===== config.mk =====
export PLATFORM = sky130hd
export DESIGN_NAME = light_pwm_fader
export DESIGN_NICKNAME = d
export VERILOG_FILES = /design/src/rtl/light_pkg.sv /design/src/rtl/light_pwm_fader_pwm_gen.sv /design/src/rtl/light_pwm_fader.sv
export SDC_FILE = /design/constraint.sdc
export NUM_CORES = 1
export LEC_CHECK = 0
export BUFFER_PORTS_ARGS = -buffer_cell sky130_fd_sc_hd__buf_4
export CORE_ASPECT_RATIO = 1.25
export CORE_MARGIN = 2
export CORE_UTILIZATION = 59
export CTS_CLUSTER_SIZE = 28
export DETAILED_ROUTE_END_ITERATION = 12
export GPL_ROUTABILITY_DRIVEN = 1
export PLACE_DENSITY = 0.81
export SLEW_MARGIN = 5
export SYNTH_ARGS = -nofsm -noshare
export SYNTH_HDL_FRONTEND = slang
export SYNTH_HIERARCHICAL = 1
export SYNTH_SLANG_ARGS = --single-unit

===== constraint.sdc =====
create_clock -name i_clk -period 5.5 [get_ports i_clk]
set_clock_uncertainty 0.2 [all_clocks]
set_input_delay 1.1 -clock i_clk [delete_from_list [all_inputs] [get_ports i_clk]]
set_output_delay 1.1 -clock i_clk [all_outputs]
set_load 0.005 [all_outputs]

===== src/rtl/light_pkg.sv =====
// Shared light-path definitions: level codes and fader FSM states.
package light_pkg;

    localparam logic [1:0] LIGHT_OFF  = 2'b00;
    localparam logic [1:0] LIGHT_LOW  = 2'b01;
    localparam logic [1:0] LIGHT_MID  = 2'b10;
    localparam logic [1:0] LIGHT_HIGH = 2'b11;

    typedef enum logic [1:0] {
        IDLE,
        RAMP_UP,
        RAMP_DOWN
    } fade_state_t;

endpackage


===== src/rtl/light_pwm_fader_pwm_gen.sv =====
// PWM generator: free-running counter, period-aligned shadow duty,
// registered compare output.
module pwm_gen #(
    parameter int PWM_BITS = 8
) (
    input  logic                clk,
    input  logic                reset,
    input  logic [PWM_BITS-1:0] duty,
    output logic                pwm
);

    localparam logic [PWM_BITS-1:0] CNT_MAX =
        PWM_BITS'((1 << PWM_BITS) - 2);

    logic [PWM_BITS-1:0] cnt;
    logic [PWM_BITS-1:0] shadow;
    logic [PWM_BITS-1:0] eff;

    // At the wrap the fresh duty is used so the whole period sees one value.
    assign eff = (cnt == '0) ? duty : shadow;

    always_ff @(posedge clk) begin
        if (reset) begin
            cnt    <= '0;
            shadow <= '0;
            pwm    <= 1'b0;
        end else begin
            cnt <= (cnt == CNT_MAX) ? '0 : cnt + 1'b1;
            if (cnt == '0)
                shadow <= duty;
            pwm <= (cnt < eff);
        end
    end

endmodule


===== src/rtl/light_pwm_fader.sv =====
// Light level to PWM LED drive, with optional duty ramping.
// Define LIGHT_FADE_EN to compile in the prescaler and ramp FSM.
module light_pwm_fader
    import light_pkg::*;
#(
    parameter int PWM_BITS = 8,
    parameter int FADE_DIV = 100000,
    parameter int DUTY_L1  = 64,
    parameter int DUTY_L2  = 160,
    parameter int DUTY_L3  = 255
) (
    input  logic                i_clk,
    input  logic                i_reset,
    input  logic [1:0]          i_light,
    output logic                o_led,
    output logic [PWM_BITS-1:0] o_level,
    output logic                o_busy
);

    if (FADE_DIV < 1) begin : g_bad_div
        $error("FADE_DIV must be at least 1");
    end

    logic [1:0]          r_light;
    logic [PWM_BITS-1:0] target;

    always_ff @(posedge i_clk) begin
        if (i_reset)
            r_light <= LIGHT_OFF;
        else
            r_light <= i_light;
    end

    always_comb begin
        target = '0;
        unique case (r_light)
            LIGHT_OFF:  target = '0;
            LIGHT_LOW:  target = PWM_BITS'(DUTY_L1);
            LIGHT_MID:  target = PWM_BITS'(DUTY_L2);
            LIGHT_HIGH: target = PWM_BITS'(DUTY_L3);
        endcase
    end

`ifdef LIGHT_FADE_EN
    localparam int PW = (FADE_DIV > 1) ? $clog2(FADE_DIV) : 1;
    localparam logic [PW-1:0] PRE_MAX = PW'(FADE_DIV - 1);

    fade_state_t         state;
    fade_state_t         state_nxt;
    logic [PW-1:0]       presc;
    logic [PWM_BITS-1:0] target_q;
    logic [PWM_BITS-1:0] level_nxt;
    logic                target_chg;
    logic                step;

    // A new target restarts the step interval from the current level.
    assign target_chg = (target != target_q);
    assign step = (state != IDLE) && !target_chg && (presc == PRE_MAX);

    always_comb begin
        level_nxt = o_level;
        state_nxt = IDLE;
        unique case (1'b1)
            step && (state == RAMP_UP):   level_nxt = o_level + 1'b1;
            step && (state == RAMP_DOWN): level_nxt = o_level - 1'b1;
            default:                      level_nxt = o_level;
        endcase
        if (target > level_nxt)
            state_nxt = RAMP_UP;
        else if (target < level_nxt)
            state_nxt = RAMP_DOWN;
    end

    always_ff @(posedge i_clk) begin
        if (i_reset) begin
            state    <= IDLE;
            presc    <= '0;
            target_q <= '0;
            o_level  <= '0;
        end else begin
            state    <= state_nxt;
            o_level  <= level_nxt;
            target_q <= target;
            if (state == IDLE || target_chg || presc == PRE_MAX)
                presc <= '0;
            else
                presc <= presc + 1'b1;
        end
    end

    assign o_busy = (state != IDLE);
`else
    always_ff @(posedge i_clk) begin
        if (i_reset)
            o_level <= '0;
        else
            o_level <= target;
    end

    assign o_busy = 1'b0;
`endif

    pwm_gen #(
        .PWM_BITS(PWM_BITS)
    ) u_pwm (
        .clk   (i_clk),
        .reset (i_reset),
        .duty  (o_level),
        .pwm   (o_led)
    );

endmodule

; ---- Word-level counts from Yosys, hierarchy flattened
; Index checks and enable logic that the tools add are counted.
[totals]
ff_bits = 27
latch_bits = 0
ramBits = 0
mem_bits_ro = 0
wordCells = 16
memories = 0
[classes]
addsub = 1
n_mul = 0
div_mod_pow = 0
n_lt_le_gt_ge = 1
n_eq_ne = 4
n_shift = 0
muxes = 2
n_bitwise = 0
n_reduce_logical = 3
[op_table]
columns = operator, n
row1 = one-hot mux 8 bit (4 select lines), 1
row2 = adder 8 x 1 -> 8 bit (second input constant), 1
row3 = == test 8 bit (second input constant), 1
row4 = zero test 8 bit, 1
row5 = less-than comparator 8 bit, 1
row6 = 2-to-1 mux 8 bit, 1
row7 = == test 2 bit (second input constant), 2
row8 = == test 2 x 1 -> 1 bit (second input constant), 1
row9 = zero test 2 bit, 1
row10 = OR reduction 2 bit, 1

; ---- Depth between registers and ports, before layout
[depth]
depth_word = 3
ltp_mapped = 10
depth_no_buf = 9

; ---- Hierarchy
; Netlist, hierarchy kept.
[modules_own_cells]
columns = mod, instances, cells_each, area_each_um2, seq_area_each_um2
row1 = pwm_gen, 1, 86, 833.3, 340.3
row2 = light_pwm_fader, 1, 17, 193.9, 100.1

; ---- Least setup slack after synthesis
; Ideal clock, no wire load.
[synth_path]
path_kind = register to register
from = register u_pwm.cnt[0]
to = register u_pwm.pwm
arrival_ns = 2.110
slack_ns = 3.130
path_stages_with_launch = 11
path_buffers = 1
period_less_slack_ns = 2.370
cell_sequence = dfxtp_1 > inv_1 > ha_1 > nand3_1 > buf_6 > mux2i_1 > ha_1 > a21oi_1 > nand2_1 > a2111oi_0 > o31a_1
[synth_via]
elab_chain_len = 3
[synth_lines]
columns = item, line
row1 = from (decl), light_pwm_fader_pwm_gen.sv:15  ; logic [PWM_BITS-1:0] cnt;
row2 = from (signal assigned), light_pwm_fader_pwm_gen.sv:28  ; cnt <= (cnt == CNT_MAX) ? '0 : cnt + 1'b1;
row3 = zero test 8 bit, light_pwm_fader_pwm_gen.sv:20  ; assign eff = (cnt == '0) ? duty : shadow;
row4 = 2-to-1 mux 8 bit, -
row5 = less-than comparator 8 bit *, light_pwm_fader_pwm_gen.sv:31  ; pwm <= (cnt < eff);
row6 = to (signal assigned), light_pwm_fader_pwm_gen.sv:31
row7 = to (decl), light_pwm_fader_pwm_gen.sv:9  ; output logic pwm
; Mark *: on every way between the ends. The rest lies on a longest branch, timed or not.
; A chain may end at the register's enable or synchronous reset.

; ---- Worst setup path in the final report
[layout_path]
from = register u_pwm.cnt[4]
to = register u_pwm.pwm
; The elaborated chain is that of the path after synthesis.

==> results.sh <==
export IMPL_status="finished clean"
export IMPL_core_area_mm2=0.00160
export IMPL_critPathRequiredTime_ns=5.54
export IMPL_drt_vias_per_instance=5.38
export IMPL_synth_warnings=6
export IMPL_drc=0
export IMPL_hold_path_class="flip-flop to flip-flop"
export IMPL_cts_buffers=3
export IMPL_grt_start_max_net_pins=16
export IMPL_finalSetupViolCount=0
export IMPL_fillers=137
export IMPL_yosysSeqAreaShare_pct=42.9
export IMPL_worst_pin_slew_ns=0.547
export IMPL_crit_chain="nor4_2 > nand3_1 > mux2i_1 > ha_1 > a21oi_1 > nand2_1 > a2111oi_0 > o31a_1"
export IMPL_worst_setup_path_end_kind="flip-flop"
export IMPL_yosysTopAreaCellShare_pct=42.9
export IMPL_setup_ws_ns=2.68
export IMPL_clock_sinks=22
export IMPL_p_leak_nw=0.534
export IMPL_power_uw=325
export IMPL_antenna_found_initial=0
export IMPL_die_w_um=41.3
export IMPL_dpl_hpwl_um=1180
export IMPL_cp_start_kind="flip-flop"
export IMPL_final_util_pct=70.7
export IMPL_syn2layout_area_growth_pct=10.2
export IMPL_port_buffers=12
export IMPL_seq_area_um2=440
export IMPL_clk_pin_slew_ns=0.12
export IMPL_muxShareOfSynthArea_pct=8.77
export IMPL_multi_input_area_um2=515
export IMPL_root_buffer="clkbuf_4"
export IMPL_post_cts_buffers=0
export IMPL_yosys_area_share_adder_pct=12.2
export IMPL_gp_congestion=0.827
export IMPL_slowest_stage="nand3_1"
export IMPL_grt_usage_pct=18.0
export IMPL_hold_depth=1
export IMPL_drive_above_1_share_pct=21.6
export IMPL_vias=694
export IMPL_tns_ns=0
export IMPL_min_period_ns=2.82
export IMPL_cp_arrival_ns=2.86
export IMPL_cts_max_path_buffers=2
export IMPL_grt_pass1_vias=655
export IMPL_synth_xor_area_share_pct=5.12
export IMPL_finalHoldViolCount=0
export IMPL_syn_num_nets=117
export IMPL_antennaDiodeCount=0
export IMPL_synth_cell_types=23
export IMPL_die_area_mm2=0.00209
export IMPL_peakVddDrop_uv=204
export IMPL_io_pins=14
export IMPL_netlist_instances=103
export IMPL_critPathMaxFanout=9
export IMPL_grt_pass1_wl_um=2660
export IMPL_wirelength_um=1580
export IMPL_worstSetupPathType="flip-flop to flip-flop"
export IMPL_chipHeight_um=50.7
export IMPL_hold_buffers=0
export IMPL_ant_nets=0
export IMPL_reg2regPathDepth=8
export IMPL_synth_simple_area_share_pct=19.6
export IMPL_min_period_over_period_pct=51.3
export IMPL_synth_compound_area_share_pct=4.14
export IMPL_dr_pass1_iters=4
export IMPL_max_freq_ghz=0.355
export IMPL_cts_tree="yes"
export IMPL_dpl_worst_slack_ns=2.71
export IMPL_cts_resized=0
export IMPL_fin_nets=126
export IMPL_rsz0062_at_grt="false"
export IMPL_drv_slew=0
export IMPL_ctsHtreeMaxLevel=1
export IMPL_wl_per_cell_um=12.3
export IMPL_overflow=0
export IMPL_core_rowCount=16
export IMPL_synth_top_family_by_area="simple AND/OR/NAND/NOR gates"
export IMPL_syn_area_per_cell_um2=9.97
export IMPL_maxCapViolations=0
export IMPL_synthTopCellsByArea="dfxtp_1 43%, ha_1 12%, mux2i_1 8.8%"
export IMPL_drtIter0Drc=3
export IMPL_clock_latency_ns=0.29
export IMPL_synth_area_mm2=0.00103
export IMPL_power_density_mw_per_mm2=287
export IMPL_start_util_pct=64.1
export IMPL_ys_seq_elements=22
export IMPL_dpl_cell_count=125
export IMPL_slew_headroom_pct=63.4
export IMPL_stdcell_count=129
export IMPL_yosysTopAreaCell="dfxtp_1"
export IMPL_slowest_delay_ns=0.44
[cells in the final DEF, fill, tap and decap left out, types with 2 or more instances in the layout]
cell,n
dfxtp_1,22
nor2_1,17
buf_4,12
ha_1,10
mux2i_1,9
nand3_1,7
xor2_1,5
and2b_2,4
nand2_1,4
clkbuf_4,3
inv_1,3
a21oi_1,3
nand4_1,2
[critical path: cells and delay by family (launching register included)]
| kind | cells | cell delay, ns |
|---|---|---|
| adder cells (fa/ha/maj) | 1 | 0.30 |
| AND/OR/NAND/NOR | 3 | 0.81 |
| AO/OA/AOI/OAI | 3 | 0.73 |
| multiplexers | 1 | 0.34 |
| flip-flops | 1 | 0.38 |
[through the flow]
stage / instance area (µm²) / hold WS, ns
4_1_cts: 1130 / 0.293
6_report: 1130 / 0.286
5_1_grt: 1130 / 0.303
3_3_place_gp: 1080 / 0.249
2_1_floorplan: 1030 / 0.243
3_5_place_dp: 1080 / 0.263
[registers in the layout (all words and copies together), names as in the netlist]
signal	flops
u_pwm/pwm	1
u_pwm/shadow	8
r_light	2
u_pwm/cnt	8
o_level	3
[logic make-up (layout without fill, tap and decap cells)]
family,after synthesis,count (layout)
simple gates,38,38
flops,22,22
buf+inv,11,19
fa+ha+maj,10,10
mux,9,9
compound gates,6,6
xor+xnor,6,6
other cells,1,1
[report_power, final]
| group | switching, mW | internal, mW | leakage [nW] | total [mW] |
|---|---|---|---|---|
| Clock | 0.0455 | 0.0735 | 0.0279 | 0.119 |
| Sequential | 0.00523 | 0.165 | 0.179 | 0.170 |
| Combinational | 0.0172 | 0.0183 | 0.327 | 0.0356 |
| Total | 0.0680 | 0.257 | 0.534 | 0.325 |
[cells in the mapped netlist]
cell type  number
nand3_1         7
conb_1          1
xor2_1          5
inv_1           3
a21oi_1         3
buf_1           1
buf_6           1
mux2i_1         9
and4_2          1
ha_1           10
and3_2          1
nand4_1         2
buf_4           6
nor4_2          1
o31a_1          1
a2111oi_0       1
nor2_1         17
xnor2_1         1
nand2_1         4
and2b_2         4
a41o_1          1
and3b_2         1
dfxtp_1        22
[per-layer routing]
metal	GRT usage, %	up-vias	part of all wire, %
met5	0	-	0
met4	3.23	0	0.76
met3	2.65	2	2.9
met2	30.5	11	49
met1	23.4	322	47
li1	-	359	-
[worst paths after layout]
check	from	end	slack (ns)
setup / recovery	u_pwm/cnt[4]	u_pwm/pwm	2.68
hold / removal	r_light[1]	o_level[5]	0.29
setup reg to reg	u_pwm/cnt[4]	u_pwm/pwm	2.68
hold reg to reg	r_light[1]	o_level[5]	0.29
[final cells by class]
class	instances	share of cell area, %
multi-input combinational	70	45.5
sequential	22	38.9
timing repair buffer	12	7.96
clock inverter	1	2.65
clock buffer	3	1.99
tap	18	1.99
inverter	3	0.994
No activity file was read; power rests on OpenSTA's default activity.
